[src/rtl/uart_pkg.sv]
// Shared types and helpers for the UART receive path.
package uart_pkg;

  typedef enum logic [1:0] {
    RX_IDLE,
    RX_START,
    RX_DATA,
    RX_STOP
  } uart_rx_state_e;

  localparam int UART_DATA_BITS = 8;

  // Clocks per oversample tick, rounded to the nearest integer.
  function automatic int uart_div(input longint clk, input longint baud, input longint os);
    longint den;
    den = baud * os;
    return int'((clk + den / 2) / den);
  endfunction

endpackage

[src/rtl/uart_baud_tick.sv]
// Oversample tick generator: one-clock pulse every DIV clocks, re-phased by restart_i.
module uart_baud_tick #(
  parameter int DIV = 27
) (
  input  logic clk_i,
  input  logic rst_ni,
  input  logic restart_i,
  output logic tick_o
);

  localparam int CW = (DIV > 2) ? $clog2(DIV) : 1;
  localparam logic [CW-1:0] CNT_LAST = CW'(DIV - 1);

  logic [CW-1:0] cnt;

  if (DIV < 2) begin : g_bad_div
    $error("uart_baud_tick: DIV must be at least 2");
  end

  // Free-running divider; a restart pulls it back to zero so ticks align to the start edge.
  always_ff @(posedge clk_i or negedge rst_ni) begin
    if (!rst_ni) begin
      cnt <= '0;
    end else if (restart_i) begin
      cnt <= '0;
    end else if (cnt == CNT_LAST) begin
      cnt <= '0;
    end else begin
      cnt <= cnt + 1'b1;
    end
  end

  assign tick_o = (cnt == CNT_LAST);

endmodule

[src/rtl/uart_rx_core.sv]
// Oversampling 8N1 UART receiver with a data/ready holding register and sticky error flags.
module uart_rx_core
  import uart_pkg::*;
#(
  parameter int CLK_FREQ   = 50_000_000,
  parameter int BAUD       = 115200,
  parameter int OVERSAMPLE = 16
) (
  input  logic       clk_i,
  input  logic       rst_ni,
  input  logic       rxd_i,
  input  logic       rx_clear_i,
  output logic [7:0] rx_data_o,
  output logic       rx_ready_o,
  output logic       frame_err_o,
  output logic       overrun_o,
  output logic       rx_idle_o
);

  localparam int DIV = uart_div(CLK_FREQ, BAUD, OVERSAMPLE);
  localparam int SW  = $clog2(OVERSAMPLE);
  localparam int M   = OVERSAMPLE / 2;
  localparam int BW  = $clog2(UART_DATA_BITS);

  localparam logic [SW-1:0] S_LAST  = SW'(OVERSAMPLE - 1);
  localparam logic [SW-1:0] S_EARLY = SW'(M - 1);
  localparam logic [SW-1:0] S_MID   = SW'(M);
  localparam logic [SW-1:0] S_LATE  = SW'(M + 1);
  localparam logic [BW-1:0] BIT_LAST = BW'(UART_DATA_BITS - 1);

  if (OVERSAMPLE < 8 || (OVERSAMPLE % 2) != 0) begin : g_bad_os
    $error("uart_rx_core: OVERSAMPLE must be even and at least 8");
  end

  logic rxd_meta;
  logic rxd_sync;
  logic rxd_prev;
  logic start_edge;
  logic restart;
  logic tick;

  uart_rx_state_e state;
  logic [SW-1:0]  s_cnt;
  logic [SW-1:0]  s_next;
  logic [BW-1:0]  bit_idx;
  logic           samp_early;
  logic           samp_mid;
  logic           majority;
  logic [UART_DATA_BITS-1:0] shift_reg;
  logic           stop_valid;
  logic           stop_bit;

  // Two-flop synchroniser plus a history flop for falling-edge detection; idles high.
  always_ff @(posedge clk_i or negedge rst_ni) begin
    if (!rst_ni) begin
      rxd_meta <= 1'b1;
      rxd_sync <= 1'b1;
      rxd_prev <= 1'b1;
    end else begin
      rxd_meta <= rxd_i;
      rxd_sync <= rxd_meta;
      rxd_prev <= rxd_sync;
    end
  end

  assign start_edge = rxd_prev & ~rxd_sync;
  assign restart    = (state == RX_IDLE) && start_edge;
  assign s_next     = (s_cnt == S_LAST) ? '0 : s_cnt + 1'b1;
  assign majority   = (samp_early & samp_mid) | (samp_early & rxd_sync) | (samp_mid & rxd_sync);

  uart_baud_tick #(
    .DIV(DIV)
  ) u_tick (
    .clk_i    (clk_i),
    .rst_ni   (rst_ni),
    .restart_i(restart),
    .tick_o   (tick)
  );

  // Frame FSM: each tick advances the in-bit index; bit decisions land on the third mid-bit sample.
  always_ff @(posedge clk_i or negedge rst_ni) begin
    if (!rst_ni) begin
      state      <= RX_IDLE;
      s_cnt      <= '0;
      bit_idx    <= '0;
      samp_early <= 1'b1;
      samp_mid   <= 1'b1;
      shift_reg  <= '0;
      stop_valid <= 1'b0;
      stop_bit   <= 1'b0;
    end else begin
      stop_valid <= 1'b0;
      case (state)
        RX_IDLE: begin
          if (start_edge) begin
            state <= RX_START;
            s_cnt <= '0;
          end
        end
        RX_START: begin
          if (tick) begin
            s_cnt <= s_next;
            if (s_next == S_LATE && majority) begin
              state <= RX_IDLE;
              s_cnt <= '0;
            end else if (s_cnt == S_LAST) begin
              state   <= RX_DATA;
              bit_idx <= '0;
            end
          end
        end
        RX_DATA: begin
          if (tick) begin
            s_cnt <= s_next;
            if (s_next == S_LATE) begin
              shift_reg <= {majority, shift_reg[UART_DATA_BITS-1:1]};
            end
            if (s_cnt == S_LAST) begin
              if (bit_idx == BIT_LAST) begin
                state <= RX_STOP;
              end else begin
                bit_idx <= bit_idx + 1'b1;
              end
            end
          end
        end
        RX_STOP: begin
          if (tick) begin
            s_cnt <= s_next;
            if (s_next == S_LATE) begin
              stop_valid <= 1'b1;
              stop_bit   <= majority;
              state      <= RX_IDLE;
              s_cnt      <= '0;
            end
          end
        end
        default: state <= RX_IDLE;
      endcase
      if (tick && state != RX_IDLE) begin
        if (s_next == S_EARLY) samp_early <= rxd_sync;
        if (s_next == S_MID)   samp_mid   <= rxd_sync;
      end
    end
  end

  // Commit one clock after the stop decision; a new byte or error outranks a same-cycle clear.
  always_ff @(posedge clk_i or negedge rst_ni) begin
    if (!rst_ni) begin
      rx_data_o   <= '0;
      rx_ready_o  <= 1'b0;
      frame_err_o <= 1'b0;
      overrun_o   <= 1'b0;
    end else begin
      if (rx_clear_i) begin
        rx_ready_o  <= 1'b0;
        frame_err_o <= 1'b0;
        overrun_o   <= 1'b0;
      end
      if (stop_valid) begin
        if (!stop_bit) begin
          frame_err_o <= 1'b1;
        end else if (!rx_ready_o || rx_clear_i) begin
          rx_data_o  <= shift_reg;
          rx_ready_o <= 1'b1;
        end else begin
          overrun_o <= 1'b1;
        end
      end
    end
  end

  assign rx_idle_o = (state == RX_IDLE);

endmodule

[config.mk]
export PLATFORM = sky130hd
export DESIGN_NAME = uart_rx_core
export DESIGN_NICKNAME = d
export VERILOG_FILES = /design/src/rtl/uart_pkg.sv /design/src/rtl/uart_baud_tick.sv /design/src/rtl/uart_rx_core.sv
export SDC_FILE = /design/constraint.sdc
export NUM_CORES = 1
export LEC_CHECK = 0
export CAP_MARGIN = 20
export CORE_MARGIN = 2
export CORE_UTILIZATION = 45
export DETAILED_ROUTE_END_ITERATION = 7
export PLACE_DENSITY = 0.76
export REMOVE_ABC_BUFFERS = 1
export SETUP_SLACK_MARGIN = 0.4
export SKIP_CTS_REPAIR_TIMING = 1
export SYNTH_ARGS = -nofsm -noshare
export SYNTH_HDL_FRONTEND = slang
export SYNTH_SLANG_ARGS = --single-unit
export TNS_END_PERCENT = 100
[constraint.sdc]
create_clock -name clk_i -period 2.3 [get_ports clk_i]
set_input_delay 0.345 -clock clk_i [delete_from_list [all_inputs] [get_ports clk_i]]
set_output_delay 0.345 -clock clk_i [all_outputs]
set_load 0.005 [all_outputs]
==> key figures, run 1 <==
STA
  – Hold Vio Cnt, Final: 0
  – Final period util: 0.809
  – RSZ-0062 raised after global routing: false
  – Worst-Margin Slew: around 0.85 ns
  – Setup Viol. Count Final: 0
  – Hold_ws: around 0.16 ns
  – Min cycle time layout: 1.86 ns
  – Slew margin rel.: 0.433
  – Max Slew Vio Count: 0
  – Fmax: 0.537 GHz
  – Final TNS setup: 0 ns
  – Skew final: between 0.01 and 0.015 ns

Worst hold path
  – Hold WC Path Type: in2async

CTS
  – Clk pin slew, worst setup/hold paths: 0.08 ns
  – Worst-Skew Late Latency: 0.30 ns
  – Clk root buf: clkbuf_8
  – Num CTS Buffers: 5
  – CTS sink count: 40
  – CTS max path bufs: 2
  – TritonCTS clock tree: done
  – H-tree depth: 2

Setup path
  – Setup slack, reg-to-reg: 0.48 ns
  – Worst-path fanout max: 8
  – WP data arrival: 1.52 ns
  – Setup CP Type: reg2out
  – Worst EP required: roughly 2.0 ns
  – Worst r2r dst: stop_bit$_DFFE_PN0P_
  – Worst r2r src: s_cnt[1]$_DFFE_PN0P_
  – Startpoint class of the critical path: register
  – R2R depth: 6
  – CP Capture Type: output port

Route
  – Iteration-0 DRC count of the detailed router: 36
  – First-pass DRT Iterations: 5
  – Post-DRT Antenna Nets: 0
  – Vias/cell: ~5.3
  – DR WL/cell: ~14 um
  – # DRC: 0
  – Via count: 1,253
  – Post-Route WL: around 3.3 mm

Global routing
  – GR Overflow Total: 0
  – Largest net degree at the start of global routing: 41
  – Total track usage: 0.157
  – First-pass GRT wire length: 5.29 mm
  – Initial antenna violation count: 0
  – Vias in the first global route: 1,209

Synthesis
  – Seq/Total Area, Yosys: 0.540
  – Post-synth top area share: 0.469
  – Ys flop type: dfrtp_1
  – Library cells used by synthesis: 40
  – Synthesized instance count: around 160
  – Mapped Area: 0.00187 sq mm
  – Mapped Avg Cell Area: 12.0 sq um
  – Yosys reg bits: 40
  – Asr flop ratio synth: 1.00
  – EDFF count, synth: 0
  – Synth warn: 0
  – Synth top area cells: dfrtp_1 (47%), mux2_2 (11%), dfstp_2 (7.0%)
  – Synth area leader: dfrtp_1

Placement
  – Gpl congestion: 0.767
  – DP HPWL: between 2 and 2.5 mm
  – PortBufs: 15

Final layout
  – Share of layout cells above drive strength 1: 0.324
  – Layout area overhead: 21.5%
  – Inserted Diodes: 0
  – Final #Nets: 199

Status
  – Run status: finished, final reports clean

Pwr
  – Leak Pwr: approximately 1.1 nW
  – Power per cell area: 745 mW/mm^2
  – Max VDD drop: 0.000442 V

Floorplan
  – Core footprint: 0.00400 sq mm
  – I/O pin total: 16
  – Die span in x: 68.4 um
  – Starting Density: 0.466
  – Row cnt: 23
  – Die area: 0.00468 sq mm
  – Die Y-Extent: between 60 and 70 um

Flow run
  – Max Cap Viol: 0
## layer usage
layer | up-vias | global-route usage | part of all wire
met5 | - | 0 | 0
met4 | 0 | 0.0975 | 0.025
met3 | 9 | 0.0395 | 0.036
met2 | 27 | 0.251 | 0.48
met1 | 604 | 0.189 | 0.45
li1 | 613 | - | -
## layout make-up
cell class	count	area, sq um
inverters	10	37.5
repair buffers	28	243
fillers	314	1730
flip-flops and latches	40	1010
well taps	50	62.6
clock inverters	2	12.5
clock buffers	6	72.6
multi-input cells	102	827
## worst max-delay path: stages, from the launching register on
cell	delay, ns
dfrtp_2	0.46
nor2_1	0.11
buf_4	0.14
clkdlybuf4s50_1	0.51
## per-stage QoR
stage	util	area (sq um)	std cells	power (W)	setup WS, ns
5_1_grt	0.567	2270	238	0.00180	0.396
2_1_floorplan	-	1850	152	0.00110	0.541
6_report	0.567	2270	238	0.00169	0.438
3_3_place_gp	0.519	2080	220	0.00117	0.389
3_5_place_dp	0.519	2080	220	0.00119	0.308
4_1_cts	0.541	2160	228	0.00164	0.284
## how the worst max path moves through the flow
stage	from	end	slack, ns	cells after the start
2_1_floorplan	s_cnt[1]$_DFFE_PN0P_	shift_reg[0]$_DFFE_PN0P_	0.54	5
3_3_place_gp	s_cnt[1]$_DFFE_PN0P_	shift_reg[4]$_DFFE_PN0P_	0.39	5
3_5_place_dp	s_cnt[1]$_DFFE_PN0P_	shift_reg[7]$_DFFE_PN0P_	0.31	5
4_1_cts	s_cnt[1]$_DFFE_PN0P_	shift_reg[5]$_DFFE_PN0P_	0.28	5
5_1_grt	state[0]$_DFFE_PN0P_	rx_idle_o	0.40	3
6_report	state[0]$_DFFE_PN0P_	rx_idle_o	0.44	3
## power breakdown
group          switching [W]  total (W)  internal (W)
registers          0.0000923   0.000877      0.000785
clock network       0.000240   0.000451      0.000212
logic               0.000187   0.000360      0.000173
total               0.000519    0.00169       0.00117
## synth_stat cells, types with 3 or more instances
| library cell | number |
|---|---|
| inv_1 | 9 |
| mux2_2 | 18 |
| a21oi_1 | 5 |
| nand3_1 | 3 |
| and2_1 | 3 |
| dfrtp_1 | 35 |
| o21ai_0 | 9 |
| dfstp_2 | 5 |
| a22o_1 | 6 |
| ha_1 | 8 |
| nand2_1 | 11 |
| nor2_1 | 10 |
## cells by family (layout without fill, tap and decap cells)
family	after synthesis	in the layout	share of synthesized area
compound gates	27	27	0.105
xor+xnor	4	4	0.0188
fa+ha+maj	9	9	0.0590
buf+inv	13	46	0.0302
flops	40	40	0.540
mux	20	20	0.120
simple gates	42	42	0.127
## cell usage in the layout (no fill, tap or decap), types with 2 or more instances in the layout
cell              n
a31oi_1           2
ha_2              2
buf_4            13
inv_1             8
clkdlybuf4s50_1  14
inv_2             2
nand2_1          11
nor2_1           10
ha_1              6
a21oi_1           5
dfrtp_2           4
xor2_1            2
mux2_2           18
a22o_1            6
dfstp_2           5
xnor2_1           2
and2_1            3
clkbuf_8          5
o21ai_0           8
nor2b_1           2
dfrtp_1          31
nand3_1           2
(Power assumes the default switching activity.)
==> run 2: changes to the inputs <==
==> constraint.sdc (replaced) <==
create_clock -name clk_i -period 1.8 [get_ports clk_i]
set_input_delay 0.27 -clock clk_i [delete_from_list [all_inputs] [get_ports clk_i]]
set_output_delay 0.27 -clock clk_i [all_outputs]
set_load 0.005 [all_outputs]
==> run 2 against run 1 <==
Net effect:
- the flow now finishes with violations (hold timing, setup timing)
- sequential share of layout area fell by 5.9 points
- clock skew fell by 0.0022 ns
- first-iteration DRC count rose by 33%
- core utilization rose by 8.7 points
- clock power rose by 68%
- cell area rose by 15%
- count of clock-buffer cells in the layout fell by 1
- critical path depth rose by 5
- highest routed layer unchanged
==> key figures, run 2 (same netlist as run 1, synthesis figures left out) <==
Status
  – Run status: complete, but fails checks
  – Failing checks: hold timing, setup timing

Floorplan
  – Die Y-Extent: 68.4 um (unchanged)
  – I/O pin total: 16 (unchanged)
  – Core footprint: 0.00400 sq mm (unchanged)
  – Die span in x: 68.4 um (unchanged)
  – Starting Density: 0.466 (unchanged)
  – Row cnt: 23 (unchanged)
  – Die area: 0.00468 sq mm (unchanged)

Global routing
  – Largest net degree at the start of global routing: 41 (unchanged)
  – Total track usage: 0.184 (+0.0269)
  – Met1 GRT Util: 0.226 (+0.0370)
  – M3 GR Usage: 0.0576 (+0.0181)
  – First-pass GRT wire length: 6.22 mm (+18%)
  – Initial antenna violation count: 0 (unchanged)
  – Global route hottest layer: met2
  – Vias in the first global route: 1,339 (+11%)
  – Met2 Use GR: 0.286 (+0.0349)
  – GR Overflow Total: 0 (unchanged)

STA
  – Fmax: 0.548 GHz
  – Slew margin rel.: 0.685 (+0.251)
  – Min cycle time layout: 1.82 ns
  – Setup Viol. Count Final: 3 (+3)
  – Final setup margin: -0.0246 ns (-0.463 ns)
  – Hold_ws: -0.00196 ns (-0.158 ns)
  – Worst-Margin Slew: 0.473 ns (-0.377 ns)
  – Max Slew Vio Count: 0 (unchanged)
  – RSZ-0062 raised after global routing: true
  – Skew final: 0.00879 ns (-0.00217 ns)
  – Hold Vio Cnt, Final: 3 (+3)
  – Final period util: 1.01

Placement
  – PortBufs: 15 (unchanged)
  – DP HPWL: 2.57 mm (+17%)
  – Gpl congestion: 0.916 (+19%)
  – Pre-CTS setup slack: -0.0964 ns (-0.404 ns)
  – Placed cells: 230 (+4.5%)

Setup path
  – Worst EP required: 1.99 ns (+0.03 ns)
  – Setup crit start: s_cnt[0]$_DFFE_PN0P_
  – Slowest CP cell: dfrtp_2
  – CP Capture Type: register
  – Setup slack, reg-to-reg: -0.02 ns (-0.50 ns)
  – Buffers and inverters on the worst path: 3 (+1)
  – Worst path max stage delay: 0.47 ns (-0.04 ns)
  – Critical path, cell by cell: inv_2 -> ha_4 -> nand3_4 -> o31ai_4 -> buf_4 -> o211ai_1 -> buf_4 -> a22o_1
  – Setup CP Type: reg2reg
  – Startpoint class of the critical path: register
  – Worst r2r src: s_cnt[0]$_DFFE_PN0P_
  – Worst-path fanout max: 6 (-2)
  – Top delay family on crit path: compound AO/OA/AOI/OAI gates
  – WP data arrival: 2.02 ns (+0.50 ns)
  – Most used cell, CP: buf_4

Route
  – Post-DRT Antenna Nets: 0 (unchanged)
  – Via count: 1,344 (+7.3%)
  – First-pass DRT Iterations: 4 (-1)
  – Vias/cell: 5.33 (+1.3%)
  – DR WL/cell: 16.1 um (+16%)
  – Post-Route WL: 4.05 mm (+23%)
  – Iteration-0 DRC count of the detailed router: 48 (+33%)
  – # DRC: 0 (unchanged)

Final layout
  – Layout area overhead: 40.2%
  – Share of layout cells above drive strength 1: 0.490 (+0.166)
  – Final Instance Count excl. Fillers: 252 (+5.9%)
  – Most frequent cells in the layout: dfrtp_1 (30), buf_4 (25), mux2_2 (17)
  – Most common cell after layout, fill and taps aside: dfrtp_1
  – Inserted Diodes: 0 (unchanged)
  – Final #Nets: 213 (+7.0%)

CTS
  – Worst-Skew Late Latency: 0.30 ns (about the same)
  – TritonCTS clock tree: done
  – CTS sink count: 40 (unchanged)
  – Num CTS Buffers: 5 (unchanged)
  – H-tree depth: 2 (unchanged)
  – Clk pin slew, worst setup/hold paths: 0.09 ns (about the same)
  – CTS max path bufs: 2 (unchanged)
  – Clk root buf: clkbuf_8

Pwr
  – Power per cell area: 984 mW/mm^2 (+32%)
  – Max VDD drop: 0.000786 V (+78%)
  – Leak Pwr: 1.40 nW (+33%)

Worst hold path
  – Hold WC Path Type: in2async

Flow run
  – Max Cap Viol: 0 (unchanged)
-- run 2: cell count changes in the layout (fill, tap and decap cells not counted), moves of 2 or more --
cell	before	now
ha_1	6	4
o21ai_0	8	3
buf_4	13	25
nand2_2	0	2
nand2_4	0	2
ha_4	0	2
dlymetal6s2s_1	0	11
o21ai_2	0	5
mux2_4	0	2
clkdlybuf4s50_1	14	3
nand2_1	11	7
-- run 2: layout make-up --
cell class                 instances  area [sq um]
sequential                        40          1010
fill                             295          1390
timing repair buffer              42           392
tap                               50          62.6
multi-input combinational        102           995
inverter                          10          37.5
clock inverter                     3          46.3
clock buffer                       5          68.8
-- run 2: through the flow --
stage	utilization	total power, W	setup TNS [ns]	cell area (sq um)
2_1_floorplan	-	0.00140	0	1850
3_3_place_gp	0.538	0.00155	0	2150
3_5_place_dp	0.538	0.00159	-0.746	2150
4_1_cts	0.567	0.00234	-0.749	2270
5_1_grt	0.654	0.00273	-0.587	2620
6_report	0.654	0.00257	-0.0596	2620
-- run 2: final timing paths --
check | cells past startpoint | end
max | 8 | s_cnt[0]$_DFFE_PN0P_
min | 2 | bit_idx[0]$_DFFE_PN0P_
max reg2reg | 8 | s_cnt[0]$_DFFE_PN0P_
min reg2reg | 0 | rxd_sync$_DFF_PN1_
max in group asynchronous | 2 | s_cnt[2]$_DFFE_PN0P_
min in group clk_i | 0 | rxd_sync$_DFF_PN1_
-- run 2: report_power, final --
group | leakage [nW] | internal (W) | switching [W] | total [W]
logic | 0.832 | 0.000359 | 0.000333 | 0.000693
clock network | 0.0548 | 0.000418 | 0.000340 | 0.000758
registers | 0.516 | 0.00100 | 0.000118 | 0.00112
-- run 2: metal layers --
layer | share of wire | vias up | wire [um]
met2 | 0.51 | 17 | 2080
met4 | 0.021 | 0 | 87
li1 | - | 641 | -
met5 | 0 | - | 0
met1 | 0.43 | 678 | 1760
met3 | 0.032 | 8 | 131
